[src/rtl/imem_load_ctrl.sv]
`default_nettype none
// ============================================================================
// imem_load_ctrl : instruction-memory port arbiter, load sequencer, CPU reset
// Rev 1.0
// ============================================================================
module imem_load_ctrl #(
   parameter int ADDR_W      = 14,
   parameter int FLUSH_CYC   = 4,
   parameter int TIMEOUT_CYC = 1000000
) (
   input  logic              clk,
   input  logic              reset,
   input  logic              pgm_req,
   input  logic              run_req,
   input  logic              upg_wen_i,
   input  logic [14:0]       upg_adr_i,
   input  logic [31:0]       upg_dat_i,
   input  logic              upg_done_i,
   input  logic [ADDR_W-1:0] fetch_addr_i,
   output logic              mem_we,
   output logic [ADDR_W-1:0] mem_addr,
   output logic [31:0]       mem_din,
   output logic              cpu_rst,
   output logic              cpu_inited,
   output logic              loading,
   output logic [ADDR_W:0]   word_cnt,
   output logic              load_err
);

   localparam int FLUSH_W = $clog2(FLUSH_CYC + 1);
   localparam int TMO_W   = $clog2(TIMEOUT_CYC + 1);
   localparam logic [FLUSH_W-1:0] FLUSH_LAST = FLUSH_W'(FLUSH_CYC - 1);
   localparam logic [TMO_W-1:0]   TMO_LAST   = TMO_W'(TIMEOUT_CYC - 1);
   localparam logic [ADDR_W:0]    CNT_MAX    = {1'b1, {ADDR_W{1'b0}}};

   typedef enum logic [1:0] {
      ST_IDLE  = 2'd0,
      ST_LOAD  = 2'd1,
      ST_FLUSH = 2'd2,
      ST_RUN   = 2'd3
   } state_t;

   state_t              state_q, state_d;
   logic                mem_we_q, mem_we_d;
   logic [ADDR_W-1:0]   wr_addr_q, wr_addr_d;
   logic [31:0]         mem_din_q, mem_din_d;
   logic                cpu_rst_q, cpu_rst_d;
   logic                cpu_inited_q, cpu_inited_d;
   logic [ADDR_W:0]     word_cnt_q, word_cnt_d;
   logic                load_err_q, load_err_d;
   logic [FLUSH_W-1:0]  flush_cnt_q, flush_cnt_d;
   logic [TMO_W-1:0]    tmo_cnt_q, tmo_cnt_d;
   logic                wr_ok;

   assign wr_ok = upg_wen_i && !upg_adr_i[14];

   always_comb begin
      state_d     = state_q;
      mem_we_d    = 1'b0;
      wr_addr_d   = wr_addr_q;
      mem_din_d   = mem_din_q;
      word_cnt_d  = word_cnt_q;
      load_err_d  = load_err_q;
      flush_cnt_d = '0;
      tmo_cnt_d   = '0;

      case (state_q)
         ST_IDLE: begin
            if (pgm_req) begin
               state_d    = ST_LOAD;
               word_cnt_d = '0;
               load_err_d = 1'b0;
            end else if (run_req) begin
               state_d = ST_FLUSH;
            end
         end

         ST_LOAD: begin
            if (wr_ok) begin
               mem_we_d  = 1'b1;
               wr_addr_d = upg_adr_i[ADDR_W-1:0];
               mem_din_d = upg_dat_i;
               if (word_cnt_q != CNT_MAX)
                  word_cnt_d = word_cnt_q + 1'b1;
            end else if (upg_wen_i) begin
               load_err_d = 1'b1;
            end

            if (!upg_wen_i)
               tmo_cnt_d = tmo_cnt_q + TMO_W'(1);

            // done wins over timeout; a write in the done cycle is still taken
            if (upg_done_i) begin
               state_d = ST_FLUSH;
            end else if (!upg_wen_i && (tmo_cnt_q == TMO_LAST)) begin
               state_d    = ST_IDLE;
               load_err_d = 1'b1;
            end
         end

         ST_FLUSH: begin
            if (pgm_req) begin
               state_d    = ST_LOAD;
               word_cnt_d = '0;
               load_err_d = 1'b0;
            end else if (flush_cnt_q == FLUSH_LAST) begin
               state_d = ST_RUN;
            end else begin
               flush_cnt_d = flush_cnt_q + FLUSH_W'(1);
            end
         end

         ST_RUN: begin
            if (pgm_req) begin
               state_d    = ST_LOAD;
               word_cnt_d = '0;
               load_err_d = 1'b0;
            end
         end

         default: state_d = ST_IDLE;
      endcase

      cpu_rst_d    = (state_d != ST_RUN);
      cpu_inited_d = (state_d == ST_RUN);
   end

   always_ff @(posedge clk or posedge reset) begin
      if (reset) begin
         state_q      <= ST_IDLE;
         mem_we_q     <= 1'b0;
         wr_addr_q    <= '0;
         mem_din_q    <= '0;
         cpu_rst_q    <= 1'b1;
         cpu_inited_q <= 1'b0;
         word_cnt_q   <= '0;
         load_err_q   <= 1'b0;
         flush_cnt_q  <= '0;
         tmo_cnt_q    <= '0;
      end else begin
         state_q      <= state_d;
         mem_we_q     <= mem_we_d;
         wr_addr_q    <= wr_addr_d;
         mem_din_q    <= mem_din_d;
         cpu_rst_q    <= cpu_rst_d;
         cpu_inited_q <= cpu_inited_d;
         word_cnt_q   <= word_cnt_d;
         load_err_q   <= load_err_d;
         flush_cnt_q  <= flush_cnt_d;
         tmo_cnt_q    <= tmo_cnt_d;
      end
   end

   // Fetch path owns the address whenever no programmer write is in flight
   always_comb begin
      mem_addr = wr_addr_q;
      if (!mem_we_q && ((state_q == ST_FLUSH) || (state_q == ST_RUN)))
         mem_addr = fetch_addr_i;
   end

   assign mem_we     = mem_we_q;
   assign mem_din    = mem_din_q;
   assign cpu_rst    = cpu_rst_q;
   assign cpu_inited = cpu_inited_q;
   assign loading    = (state_q == ST_LOAD);
   assign word_cnt   = word_cnt_q;
   assign load_err   = load_err_q;

endmodule
`default_nettype wire

[config.mk]
export PLATFORM = sky130hd
export DESIGN_NAME = imem_load_ctrl
export DESIGN_NICKNAME = d
export VERILOG_FILES = /design/src/rtl/imem_load_ctrl.sv
export SDC_FILE = /design/constraint.sdc
export NUM_CORES = 1
export LEC_CHECK = 0
export ABC_AREA = 1
export CAP_MARGIN = 15
export CORE_MARGIN = 4
export CORE_UTILIZATION = 43
export DETAILED_ROUTE_END_ITERATION = 10
export GPL_TIMING_DRIVEN = 0
export PLACE_DENSITY = 0.78
export SLEW_MARGIN = 20
export SYNTH_ARGS = -nofsm -noshare
export SYNTH_HDL_FRONTEND = slang
export SYNTH_SLANG_ARGS = --single-unit
[constraint.sdc]
create_clock -name clk -period 2.95 [get_ports clk]
set_input_delay 0.4425 -clock clk [delete_from_list [all_inputs] [get_ports clk]]
set_output_delay 0.4425 -clock clk [all_outputs]
set_load 0.03 [all_outputs]
; ---- Word-level counts from Yosys, hierarchy flattened
; Index checks and enable logic that the tools add are counted.
[op_classes]
n_addsub = 3
eq_ne = 11
mux = 26
reduce_logical = 11
[op_table]
columns = cell, n
row1 = 15-bit two-way mux, 3
row2 = 20-bit two-way mux, 2
row3 = 15-bit one-hot mux with 2 select lines, 1
row4 = 20-bit by 1-bit adder with 20-bit output (second input constant), 1
row5 = 20-bit equality test (second input constant), 1
row6 = 15-bit by 1-bit adder with 15-bit output (second input constant), 1
row7 = 15-bit != test (second input constant), 1
row8 = 14-bit two-way mux, 1
row9 = 2-bit two-way mux, 7
row10 = 3-bit two-way mux, 3
row11 = 2-bit one-hot mux with 4 select lines, 1
row12 = 1-bit two-way mux, 7
row13 = 2-bit equality test (second input constant), 3
row14 = 2-bit by 1-bit != test with 1-bit output (second input constant), 3
row15 = 3-bit by 1-bit adder with 3-bit output (second input constant), 1
row16 = 3-bit by 2-bit equality test with 1-bit output (second input constant), 1
row17 = 1-bit logical AND, 3
row18 = 1-bit logical NOT, 3
row19 = 3-bit AND reduction, 1
row20 = 3-bit OR reduction, 1
row21 = 2-bit by 1-bit equality test with 1-bit output (second input constant), 1
row22 = 2-bit logical NOT, 1
row23 = 2-bit != test (second input constant), 1
row24 = 1-bit one-hot mux with 2 select lines, 1
row25 = 2 further kinds, 2
[word_totals]
inputBits = 67
out_inout_bits = 66
word_cells = 61
regBits = 90

; ---- Logic depth before layout (Yosys ltp)
[depth]
depth_word = 6
depth_mapped = 10
mapped_depth_nobuf = 9

; ---- Least setup slack after synthesis
; OpenSTA, ideal clock, no wires.
[synth_path]
path_kind = register to output
startpoint = register mem_we_q, in the netlist mem_we
endpoint = output mem_addr[10]
t_required_ps = 2508
arrival_ps = 1352
path_stages_with_launch = 5
setup_slack_ps = 1156
path_buffers = 2
cell_sequence = dfrtp_1 -> or2_1 -> buf_6 -> buf_12 -> mux2_4
[synth_via]
elab_chain_len = 3
[synth_rtl]
columns = item, line
row1 = "start, declared", 44  ; logic mem_we_q, mem_we_d;
row2 = "start signal, assigned", 142  ; mem_we_q <= mem_we_d;
row3 = 1-bit logical NOT, 157  ; if (!mem_we_q && ((state_q == ST_FLUSH) || (state_q == ST_RUN)))
row4 = 1-bit logical AND, 157
row5 = 14-bit two-way mux, 157
row6 = "end, declared", 21  ; output logic [ADDR_W-1:0] mem_addr,
; No other way between the ends.

; ---- Worst setup path after layout
[layout_path]
startpoint = register state_q[1]
endpoint = output mem_addr[11]
[layout_via]
elab_chain_len = 4
elab_cells_between_ends = 5
cone_classes = eq/ne (2) / mux (1) / reduce/logical (2)
[layout_rtl]
columns = item, line
row1 = "start, declared", 43  ; state_t state_q, state_d;
row2 = "start signal, assigned", 141  ; state_q <= state_d;
row3 = 2-bit equality test, 157
row4 = 1-bit logical OR *, 157
row5 = 1-bit logical AND *, 157
row6 = 14-bit two-way mux *, 157
; Mark *: on every way between the ends. The rest lies on a longest branch, timed or not.

==> flow_summary_export.csv <==
group,metric,value,unit
pwr,p_seq_frac,0.344,
critical_path,rr_endpoint,"word_cnt[8]",
sta,slew_violations,0,
final_layout,final_common_cell,"nand2_1",
place,hpwl,8.82,mm
critical_path,regToRegSetupSlack,1.22,ns
pwr,clock_power_share,0.161,
sta,rsz0062_at_grt,"false",
place,numPortBuffers,132,
yosys,synthTopCellsByArea,"dfrtp_1 50%, nand2_1 19%, nor2_1 5.4%, nand3_1 4.6%, mux2_4 3.4%",
pwr,p_leak,2.82,nW
sta,tns,0,ns
global_route,grt_usage,0.190,
critical_path,critPathCapture,"mem_addr[11]",
place,place.gp.congestion,0.894,
pwr,p_sw,2.12,mW
sta,hold_viol_final,0,
clocking,cts_buffers,9,
final_layout,finalNetCount,777,
die,rows,37,
pwr,combPwrFrac,0.495,
sta,timing.slew.headroom,0.664,
yosys,synth_top_area_share,0.497,
clocking,postCtsSetupBuffers,0,
drt,firstDrtPassIters,4,
final_layout,areaGrowthSynthToFinish,38.3,%
global_route,grt_pass1_wl,18.2,mm
yosys,postSynthCellCount,562,
clocking,cts_resized,0,
drt,remaining_drc_errors,0,
critical_path,crit_path_max_fanout,10,
min_path,min_from,"flush_cnt_q[0]",
global_route,overflow,0,
sta,period_minus_slack,2.70,ns
pwr,total_power,5.18,mW
critical_path,crit_arrival,2.26,ns
sta,period_share,0.917,
drt,num_vias,4142,
drt,top_layer,"met4",
die,die_y,110,um
pwr,powerDensity,836,mW/mm2
critical_path,r2r_cells,8,
place,place_area,0.00600,mm2
final_layout,layout-drive-gt1-share,0.0802,
final_layout,antennaDiodeCount,0,
global_route,antenna_found_initial,0,
critical_path,required,2.51,ns
die,io_pins,133,
yosys,ys_warn_count,0,
sta,fmax,370,MHz
drt,routed_wl,11.5,mm
yosys,synth_seq_area_share,0.503,
clocking,path_clk_slew,0.08,ns
critical_path,reg2reg_from,"word_cnt[0]",
global_route,grt_pass1_vias,3948,
die,coreArea,0.0102,mm2
yosys,ys_types,31,
clocking,cts_max_level,3,
critical_path,startpoint,"state_q[1]",
clocking,cts.hold.buffers_added,0,
flow_run,max-cap-violations,0,
drt,ant_nets,0,
clocking,clk_latency,0.36,ns
drt,dr_wl_met3,621,um
die,initial_core_util,0.438,
critical_path,cp-end-kind,"output port",
drt,wl_per_cell,13.6,um
final_layout,stdcell_area,0.00620,mm2
sta,tightest_slew,0.504,ns
sta,setup_viol,0,
sta,finalClockSkew,0.0129,ns
clocking,cts_root_buf,"clkbuf_8",
pwr,p_sw_frac,0.409,
drt,route.met2.wl,5.89,mm
global_route,grt_max_degree,53,
pwr,irDropWorstVdd,0.484,mV
drt,viasPerCell,4.89,
die,die_area,0.0121,mm2
yosys,synth.largest_area_cell,"dfrtp_1",
critical_path,path_class,"reg2out",
min_path,hp-class,"reg2reg",
yosys,synth_nets,633,
yosys,ys_seq_elements,90,
yosys,synth.avg_cell_area,7.97,um2
critical_path,crit_path_start_kind,"flop",
clocking,clock_path_buffers,2,
final_layout,final_cell_mix,"232 x nand2_1, 132 x clkdlybuf4s50_1, 89 x dfrtp_1, 65 x nor2_1, 41 x nand3_1",
drt,first_iter_violations,187,
yosys,syn_area,0.00448,mm2
outcome,status,"finished, final reports clean",
clocking,cts_sinks,90,
die,die_width,110,um
clocking,cts_tree,"done",
drt,wl_met1,4.79,mm
pwr,p_int,3.06,mW
-- power groups by stage --
stage,Combinational [mW],Clock [mW],Sequential (mW)
detailed placement,2.59,0,1.81
global placement,2.54,0,1.79
CTS,2.60,0.859,1.79
finish,2.57,0.834,1.78
global route,2.76,0.906,1.83
floorplan,1.12,0,2.24
-- synthesized netlist by cell type --
master and n:
inv_2 2, a31oi_1 4, dfstp_2 1, nor4_1 1
mux2_2 4, nand4_1 9, o21a_1 1, o21bai_1 1
mux2_4 10, or2_1 1, dfrtp_1 89, inv_4 1
ha_1 4, buf_2 9, xor2_1 5, a21oi_1 15
nand2_1 232, xnor2_1 1, nor2_1 65, nor3_1 6
inv_1 35, clkbuf_1 1, nor3b_1 1, nand2_2 1
nand3_1 41, buf_12 1, nor2_2 1, nand2_4 3
buf_6 5, nor2_4 2, o21ai_0 10
-- per-layer routing --
metal / GRT usage / vias to the layer above
met2: 0.337 / 114
met3: 0.0303 / 18
met1: 0.230 / 1938
li1: - / 2072
met5: 0 / -
met4: 0.0756 / 0
-- registers in the layout, summed over array words and instances, names as in the netlist --
signal	flops
cpu_inited	1
cpu_rst	1
flush_cnt_q	3
load_err	1
mem_din	32
mem_we	1
state_q	2
tmo_cnt_q	20
word_cnt	15
wr_addr_q	14
-- worst max-delay path: stages (launching register included) --
cell	delay, ns
dfrtp_1	0.41
inv_2	0.10
or2_1	0.23
buf_6	0.14
buf_12	0.14
mux2_4	0.29
clkdlybuf4s50_1	0.60
-- final cells by class --
cell class	count	area (um2)
Multi-Input combinational cell	418	1960
Clock buffer	10	128
Clock inverter	6	66.3
Timing Repair Buffer	133	1350
Inverter	38	148
Tap cell	136	170
Fill cell	907	4030
Buffer	16	125
Sequential cell	90	2250
-- kinds of logic (layout without fill, tap and decap cells) --
group           count (synthesis)  after routing  synth area share
compound gates                 31             31            0.0369
xor+xnor                        6              6            0.0117
fa+ha+maj                       4              4            0.0112
buf+inv                        54            203            0.0603
flops                          90             90             0.503
mux                            14             14            0.0435
simple gates                  363            363             0.334
-- stage by stage --
stage               hold WS, ns  setup slack, ns  cells   util
floorplan                 0.414            0.174    562      -
global placement          0.426            -1.22    830  0.584
detailed placement        0.436            0.619    831  0.587
CTS                       0.448            0.224    847  0.606
global route              0.455            0.162    847  0.606
finish                    0.446            0.245    847  0.606
-- worst min-delay path by stage --
stage                     end  slack, ns  depth (start not counted)
3_3_place_gp   flush_cnt_q[0]       0.43                          1
4_1_cts        flush_cnt_q[0]       0.45                          1
6_report       flush_cnt_q[0]       0.45                          1
3_5_place_dp   flush_cnt_q[0]       0.44                          1
2_1_floorplan  flush_cnt_q[0]       0.41                          1
5_1_grt        flush_cnt_q[0]       0.46                          1
(Power assumes the default switching activity.)
